File: src/rtl/usbf_dma_sched_if.sv
// usbf_dma_sched_if: request/engine/ack bundle between the register file, the DMA scheduler and the shared DMA engine.
interface usbf_dma_sched_if;
    logic [15:0] dma_req_i;
    logic [15:0] ch_en_i;
    logic [15:0] hi_pri_i;
    logic [15:0] dma_ack_o;
    logic        eng_req_o;
    logic [3:0]  eng_ch_o;
    logic        eng_gnt_i;
    logic        eng_word_i;
    logic        eng_abort_i;
    logic        busy_o;
    modport slave (
        input  dma_req_i, ch_en_i, hi_pri_i, eng_gnt_i, eng_word_i, eng_abort_i,
        output dma_ack_o, eng_req_o, eng_ch_o, busy_o
    );
    modport master (
        output dma_req_i, ch_en_i, hi_pri_i, eng_gnt_i, eng_word_i, eng_abort_i,
        input  dma_ack_o, eng_req_o, eng_ch_o, busy_o
    );
endinterface

File: src/rtl/usbf_dma_sched.sv
// usbf_dma_sched: two-class round-robin scheduler granting one DMA channel at a time to the shared engine for a bounded burst.
module usbf_dma_sched #(
    parameter int BURST_MAX = 8
) (
    input  logic clk_i,
    input  logic rst,
    usbf_dma_sched_if.slave bus
);
    typedef enum logic [2:0] {IDLE, ARB, REQ, XFER, DONE} state_t;
    state_t      state_q, state_d;
    logic [3:0]  rr_ptr_q, rr_ptr_d;
    logic [3:0]  cur_ch_q, cur_ch_d;
    logic [8:0]  wcnt_q, wcnt_d;
    logic [15:0] ack_q, ack_d;
    logic        eng_req_q, eng_req_d;
    logic        busy_q, busy_d;
    logic [15:0] elig, hi;
    logic [3:0]  win;
    logic        cur_ok, last_word;
    // first set bit of v at or above p, wrapping 15 -> 0
    function automatic logic [3:0] first_from(input logic [15:0] v, input logic [3:0] p);
        logic [3:0] r;
        r = p;
        for (int i = 15; i >= 0; i--)
            if (v[p + 4'(i)]) r = p + 4'(i);
        return r;
    endfunction
    always_comb begin
        elig      = bus.dma_req_i & bus.ch_en_i;
        hi        = elig & bus.hi_pri_i;
        win       = first_from((hi != '0) ? hi : elig, rr_ptr_q);
        cur_ok    = bus.dma_req_i[cur_ch_q] & bus.ch_en_i[cur_ch_q];
        last_word = bus.eng_word_i && (wcnt_q == 9'(BURST_MAX - 1));
        state_d   = state_q;
        rr_ptr_d  = rr_ptr_q;
        cur_ch_d  = cur_ch_q;
        wcnt_d    = wcnt_q;
        ack_d     = '0;
        case (state_q)
            IDLE: state_d = (elig != '0) ? ARB : IDLE;
            ARB: begin
                cur_ch_d = (elig != '0) ? win : cur_ch_q;
                state_d  = (elig != '0) ? REQ : IDLE;
            end
            REQ: begin
                wcnt_d  = bus.eng_gnt_i ? 9'd0 : wcnt_q;
                state_d = bus.eng_gnt_i ? XFER : (cur_ok ? REQ : IDLE);
            end
            XFER: begin
                ack_d   = bus.eng_word_i ? (16'h1 << cur_ch_q) : '0;
                wcnt_d  = bus.eng_word_i ? wcnt_q + 9'd1 : wcnt_q;
                state_d = (last_word || bus.eng_abort_i || !cur_ok) ? DONE : XFER;
            end
            DONE: begin
                rr_ptr_d = cur_ch_q + 4'd1;
                state_d  = IDLE;
            end
            default: state_d = IDLE;
        endcase
        eng_req_d = (state_d == REQ) || (state_d == XFER);
        busy_d    = state_d != IDLE;
    end
    always_ff @(posedge clk_i or negedge rst) begin
        if (!rst) begin
            state_q   <= IDLE;
            rr_ptr_q  <= '0;
            cur_ch_q  <= '0;
            wcnt_q    <= '0;
            ack_q     <= '0;
            eng_req_q <= 1'b0;
            busy_q    <= 1'b0;
        end else begin
            state_q   <= state_d;
            rr_ptr_q  <= rr_ptr_d;
            cur_ch_q  <= cur_ch_d;
            wcnt_q    <= wcnt_d;
            ack_q     <= ack_d;
            eng_req_q <= eng_req_d;
            busy_q    <= busy_d;
        end
    end
    assign bus.dma_ack_o = ack_q;
    assign bus.eng_req_o = eng_req_q;
    assign bus.eng_ch_o  = cur_ch_q;
    assign bus.busy_o    = busy_q;
endmodule

File: src/flat_wrapper.sv
// flat-port wrapper written by rule: the top's interface ports become plain ports
module usbf_dma_sched_flat 
#(
    parameter int BURST_MAX = 8
)
  (clk_i, rst, bus_dma_req_i, bus_ch_en_i, bus_hi_pri_i, bus_eng_gnt_i, bus_eng_word_i, bus_eng_abort_i, bus_dma_ack_o, bus_eng_req_o, bus_eng_ch_o, bus_busy_o);
  usbf_dma_sched_if bus_i ();
  input  logic clk_i;
  input  logic rst;
  input wire logic [$bits(bus_i.dma_req_i)-1:0] bus_dma_req_i;
  input wire logic [$bits(bus_i.ch_en_i)-1:0] bus_ch_en_i;
  input wire logic [$bits(bus_i.hi_pri_i)-1:0] bus_hi_pri_i;
  input wire logic [$bits(bus_i.eng_gnt_i)-1:0] bus_eng_gnt_i;
  input wire logic [$bits(bus_i.eng_word_i)-1:0] bus_eng_word_i;
  input wire logic [$bits(bus_i.eng_abort_i)-1:0] bus_eng_abort_i;
  output wire logic [$bits(bus_i.dma_ack_o)-1:0] bus_dma_ack_o;
  output wire logic [$bits(bus_i.eng_req_o)-1:0] bus_eng_req_o;
  output wire logic [$bits(bus_i.eng_ch_o)-1:0] bus_eng_ch_o;
  output wire logic [$bits(bus_i.busy_o)-1:0] bus_busy_o;
  assign bus_i.dma_req_i = bus_dma_req_i;
  assign bus_i.ch_en_i = bus_ch_en_i;
  assign bus_i.hi_pri_i = bus_hi_pri_i;
  assign bus_i.eng_gnt_i = bus_eng_gnt_i;
  assign bus_i.eng_word_i = bus_eng_word_i;
  assign bus_i.eng_abort_i = bus_eng_abort_i;
  assign bus_dma_ack_o = bus_i.dma_ack_o;
  assign bus_eng_req_o = bus_i.eng_req_o;
  assign bus_eng_ch_o = bus_i.eng_ch_o;
  assign bus_busy_o = bus_i.busy_o;
  usbf_dma_sched #(.BURST_MAX(BURST_MAX)) u_core (.clk_i(clk_i), .rst(rst), .bus(bus_i));
endmodule
File: config.mk
export PLATFORM = sky130hd
export DESIGN_NAME = usbf_dma_sched_flat
export DESIGN_NICKNAME = d
export VERILOG_FILES = /design/src/rtl/usbf_dma_sched_if.sv /design/src/rtl/usbf_dma_sched.sv /design/src/flat_wrapper.sv
export SDC_FILE = /design/constraint.sdc
export NUM_CORES = 1
export LEC_CHECK = 0
export ABC_AREA = 1
export ABC_CLOCK_PERIOD_IN_PS = 3000
export BUFFER_PORTS_ARGS = -buffer_cell sky130_fd_sc_hd__buf_4
export CORE_MARGIN = 2
export CORE_UTILIZATION = 50
export CTS_CLUSTER_SIZE = 25
export DETAILED_ROUTE_END_ITERATION = 8
export PLACE_DENSITY = 0.75
export SYNTH_ARGS = -nofsm -noshare
export SYNTH_HDL_FRONTEND = slang
export SYNTH_SLANG_ARGS = --single-unit
File: constraint.sdc
create_clock -name clk_i -period 3 [get_ports clk_i]
set_input_delay 0.75 -clock clk_i [delete_from_list [all_inputs] [get_ports clk_i]]
set_output_delay 0.75 -clock clk_i [all_outputs]
set_load 0.005 [all_outputs]
==> flow_summary.html <==
<table>
<tr><th>Metric</th><th>Value</th></tr>
<tr><th colspan="2">Clocking</th></tr>
<tr><td>Clock tree from TritonCTS</td><td>yes</td></tr>
<tr><td>Clock transition at the registers of the reported paths</td><td>approximately 70 ps</td></tr>
<tr><td>Clock latency on the worst-skew pair</td><td>approximately 290 ps</td></tr>
<tr><td>Number of buffers between clock root and the deepest sink</td><td>2</td></tr>
<tr><td>Total CTS buffers</td><td>5</td></tr>
<tr><td>Number of clock sinks seen by CTS</td><td>38</td></tr>
<tr><td>Root buffer selected by CTS</td><td>clkbuf_8</td></tr>
<tr><td>Depth of the CTS H-tree</td><td>2</td></tr>
<tr><th colspan="2">Logic synthesis</th></tr>
<tr><td>Largest family of logic cells by synthesized area</td><td>simple AND/OR/NAND/NOR gates</td></tr>
<tr><td>Number of synthesized flops with an enable pin</td><td>0</td></tr>
<tr><td>Arithmetic-cell share of the synthesized area counting full adders, half adders and majority gates</td><td>4.56%</td></tr>
<tr><td>Flip-flop and latch count after synthesis</td><td>38</td></tr>
<tr><td>Share of the synthesized area in compound gates (AO/OA/AOI/OAI)</td><td>about 11%</td></tr>
<tr><td>Most frequently used flop master after synthesis</td><td>dfrtp_1</td></tr>
<tr><td>Ranking of synthesized cells by instance count</td><td>nand2_1, nand3_1, inv_1</td></tr>
<tr><td>Total standard cell area after synthesis</td><td>0.00384 mm^2</td></tr>
<tr><td>Cell type contributing the most total cell area after synthesis</td><td>dfrtp_1</td></tr>
<tr><td>Synthesized Nets</td><td>just under 700</td></tr>
<tr><td>Post-synth top area share</td><td>24.7%</td></tr>
<tr><td>Synth Area in XOR/XNOR</td><td>under 10%</td></tr>
<tr><td>Avg Cell Area, Syn</td><td>slightly above 6 um^2</td></tr>
<tr><td>Post-synthesis async set-or-reset flop share</td><td>100%</td></tr>
<tr><td>Post-synthesis share of cell area spent on and, or, nand and nor gates</td><td>a little under half</td></tr>
<tr><td>Part of the Yosys area used for sequential elements</td><td>24.7%</td></tr>
<tr><td>Most frequently used cell type in the post-synthesis netlist</td><td>nand2_1</td></tr>
<tr><td>Warnings from Yosys</td><td>0</td></tr>
<tr><td>Mapped Cells</td><td>roughly 620</td></tr>
<tr><td>Proportion of synthesized area in mux cells</td><td>0%</td></tr>
<tr><td>Distinct cell type count of the synthesized netlist</td><td>37</td></tr>
<tr><td>Leading cell types by total area after synthesis</td><td>dfrtp_1, nand2_1, nand3_1</td></tr>
<tr><th colspan="2">Die</th></tr>
<tr><td>Die outline area</td><td>about 0.0084 mm^2</td></tr>
<tr><td>Die Y</td><td>between 90 and 100 um</td></tr>
<tr><td>Core Footprint</td><td>between 0.007 and 0.008 mm^2</td></tr>
<tr><td>Die X-Extent</td><td>roughly 92 um</td></tr>
<tr><td>Initial Util</td><td>a little over half</td></tr>
<tr><td>Total number of placement rows</td><td>31</td></tr>
<tr><td>Top Ports</td><td>between 70 and 80</td></tr>
<tr><th colspan="2">Timing</th></tr>
<tr><td>Final count of pins violating max slew</td><td>0</td></tr>
<tr><td>Final setup fails</td><td>4</td></tr>
<tr><td>Upper clock frequency limit</td><td>326 MHz</td></tr>
<tr><td>Hold slack</td><td>~400 ps</td></tr>
<tr><td>Min setup slack post-route</td><td>-65.3 ps</td></tr>
<tr><td>Worst clock skew</td><td>between 8 and 9 ps</td></tr>
<tr><td>Setup repair after global routing missed its margin</td><td>yes</td></tr>
<tr><td>Count of endpoints failing hold in the final timing report</td><td>0</td></tr>
<tr><td>Min Tclk post-route</td><td>between 3000 and 4000 ps</td></tr>
<tr><td>Worst slew pin tran</td><td>around 580 ps</td></tr>
<tr><td>Period Utilization, post-route</td><td>102%</td></tr>
<tr><td>Slew HR</td><td>between 60% and 70%</td></tr>
<tr><th colspan="2">Layout</th></tr>
<tr><td>Area growth from synthesis to layout</td><td>52.0%</td></tr>
<tr><td>Fraction of final layout cells with drive strength greater than 1</td><td>39.3%</td></tr>
<tr><td>Final design instance area without fill</td><td>a little under 0.006 mm^2</td></tr>
<tr><td>Antenna diode instance count</td><td>0</td></tr>
<tr><td>Fillers</td><td>between 500 and 600</td></tr>
<tr><td>Nets</td><td>around 810</td></tr>
<tr><td>Post-Layout Cell Count</td><td>~850</td></tr>
<tr><th colspan="2">Worst setup path</th></tr>
<tr><td>Category of the most critical setup path</td><td>in2reg</td></tr>
<tr><td>Worst EP required</td><td>about 3200 ps</td></tr>
<tr><td>Startpoint class of the critical path</td><td>input port</td></tr>
<tr><td>Maximum fanout encountered on the critical timing path</td><td>6</td></tr>
<tr><td>Highest-delay cell along the critical path</td><td>clkbuf_16</td></tr>
<tr><td>Critical path data arrival time</td><td>roughly 3300 ps</td></tr>
<tr><td>Number of buffer and inverter stages on the critical path</td><td>5</td></tr>
<tr><td>Cell type group with the largest total delay on the critical path</td><td>simple AND/OR/NAND/NOR gates</td></tr>
<tr><td>Critical Path Max Stage Delay</td><td>roughly 220 ps</td></tr>
<tr><td>Dominant cell type by count on the critical path</td><td>nand2_1</td></tr>
<tr><td>Kind of capture point of the worst setup path</td><td>register</td></tr>
<tr><th colspan="2">Place</th></tr>
<tr><td>Total placed cells including tap cells</td><td>a little over 800</td></tr>
<tr><td>DP Worst Slack</td><td>-339 ps</td></tr>
<tr><td>Final weighted congestion in routability-driven placement</td><td>roughly 1</td></tr>
<tr><td>Detailed placer's ending HPWL</td><td>9720 um</td></tr>
<tr><td>Total of buffers placed on input and output ports</td><td>74</td></tr>
<tr><td>Placed Instance Area</td><td>approximately 0.0048 mm^2</td></tr>
<tr><th colspan="2">Worst hold path</th></tr>
<tr><td>Kind of path behind the tightest hold check</td><td>in2async</td></tr>
<tr><th colspan="2">Route</th></tr>
<tr><td>Total length of routed wires</td><td>14900 um</td></tr>
<tr><td>Total iterations of the first detailed-routing run</td><td>5</td></tr>
<tr><td>Starting DRT DRC Count</td><td>between 400 and 500</td></tr>
<tr><td>Via count</td><td>4928</td></tr>
<tr><td>Count of antenna-violating nets left after detailed routing</td><td>0</td></tr>
<tr><td>Mean routed wirelength per cell</td><td>roughly 18 um</td></tr>
<tr><td>Vias per Instance</td><td>5.82</td></tr>
<tr><td>Number of DRC violations after detailed routing</td><td>0</td></tr>
<tr><th colspan="2">Global routing</th></tr>
<tr><td>Remaining global-route overflow</td><td>0</td></tr>
<tr><td>Pin count of the biggest net entering global routing</td><td>39</td></tr>
<tr><td>Number of global-route vias before repair</td><td>around 4500</td></tr>
<tr><td>Global-route wire length before repair</td><td>~20000 um</td></tr>
<tr><td>Antenna violations before repair</td><td>0</td></tr>
<tr><td>Total GRT Usage</td><td>between 20% and 30%</td></tr>
<tr><th colspan="2">Power</th></tr>
<tr><td>Static power due to leakage</td><td>roughly 3.1 nW</td></tr>
<tr><td>Maximum vdd drop</td><td>0.980 mV</td></tr>
<tr><td>Pwr per Cell Area</td><td>between 1000 and 1500 mW/mm^2</td></tr>
<tr><th colspan="2">Status</th></tr>
<tr><td>Failing checks</td><td>setup timing</td></tr>
<tr><td>Result of the run</td><td>finished with violations</td></tr>
<tr><th colspan="2">Run</th></tr>
<tr><td>Max-cap violations</td><td>0</td></tr>
</table>
==> per-stage QoR <==
step / setup TNS [ps] / util (%) / total power [mW]
2_1_floorplan: 0 / - / 4.53
3_3_place_gp: -1040 / 65.2 / 5.99
3_5_place_dp: -1200 / 65.2 / 6.06
4_1_cts: -9.93 / 67.0 / 6.54
5_1_grt: -842 / 79.7 / 8.48
6_report: -157 / 79.7 / 7.82
==> placed cells by master, fill, tap and decap left out, types with 2 or more instances in the layout <==
cell type	n
buf_6	21
o2111ai_1	4
nand2_8	2
inv_2	3
a31oi_2	5
nand3_4	26
nor2_1	33
dfrtp_1	38
a21oi_1	44
clkbuf_8	6
o21ai_0	14
nor3_1	11
ha_1	14
a31oi_1	4
nor4_1	3
nand2_2	31
buf_12	2
nand2_4	13
nor2_2	3
nand4_1	5
nand2_1	150
nor2_4	4
nand3_1	39
clkinvlp_4	2
inv_1	81
xor2_1	6
buf_4	111
nand3_2	60
==> worst paths after layout <==
check,slack [ps],cells past startpoint,start,endpoint
setup / recovery,-70,27,bus_dma_req_i[6],u_core.bus.eng_ch_o[3]
hold / removal,410,1,rst,u_core.wcnt_q[5]
setup reg to reg,140,25,u_core.rr_ptr_q[0],u_core.bus.eng_ch_o[3]
hold reg to reg,550,2,u_core.wcnt_q[8],u_core.wcnt_q[8]
max in group asynchronous,2270,1,rst,u_core.rr_ptr_q[2]
min in group clk_i,550,2,u_core.wcnt_q[8],u_core.wcnt_q[8]
==> report_power, final <==
part / internal, mW / switching, mW / total [mW]
sequential: 0.627 / 0.165 / 0.792
combinational: 2.52 / 4.14 / 6.66
clock: 0.185 / 0.180 / 0.365
==> registers in the layout, indices dropped and copies added (netlist names) <==
| name | count |
|---|---|
| u_core.state_q | 3 |
| u_core.wcnt_q | 9 |
| u_core.bus.eng_ch_o | 4 |
| u_core.bus.dma_ack_o | 16 |
| u_core.bus.busy_o | 1 |
| u_core.bus.eng_req_o | 1 |
| u_core.rr_ptr_q | 4 |
==> final cells by class <==
class / count / area (um^2) / area share (%)
tap: 99 / 124 / 2.12
inverter: 87 / 333 / 5.70
sequential: 38 / 951 / 16.3
clock buffer: 6 / 82.6 / 1.41
multi-input combinational: 479 / 3190 / 54.6
clock inverter: 2 / 12.5 / 0.214
timing repair buffer: 136 / 1150 / 19.7
==> layer usage <==
layer / global-route usage [%] / wire length (um)
met1: 38.2 / 5940
met2: 51.3 / 7100
met3: 3.45 / 1070
met4: 11.9 / 793
met5: 0 / 0
==> cell families after synthesis <==
group,Yosys count
AND/OR/NAND/NOR,381
buffers and inverters,102
AO/OA/AOI/OAI,77
flip-flops,38
adder cells (fa/ha/maj),14
XOR/XNOR,7
==> what timing repair did <==
action | 4_1_cts | 5_1_grt
endpoints found under the hold margin | 0 | 0
setup buffers | 3 | 12
gates cloned | 0 | 1
gates resized for setup | 2 | 169
hold buffers | 0 | 0
setup endpoints to repair | 2 | 4
pin swaps | 2 | 48
(Power assumes the default switching activity.)
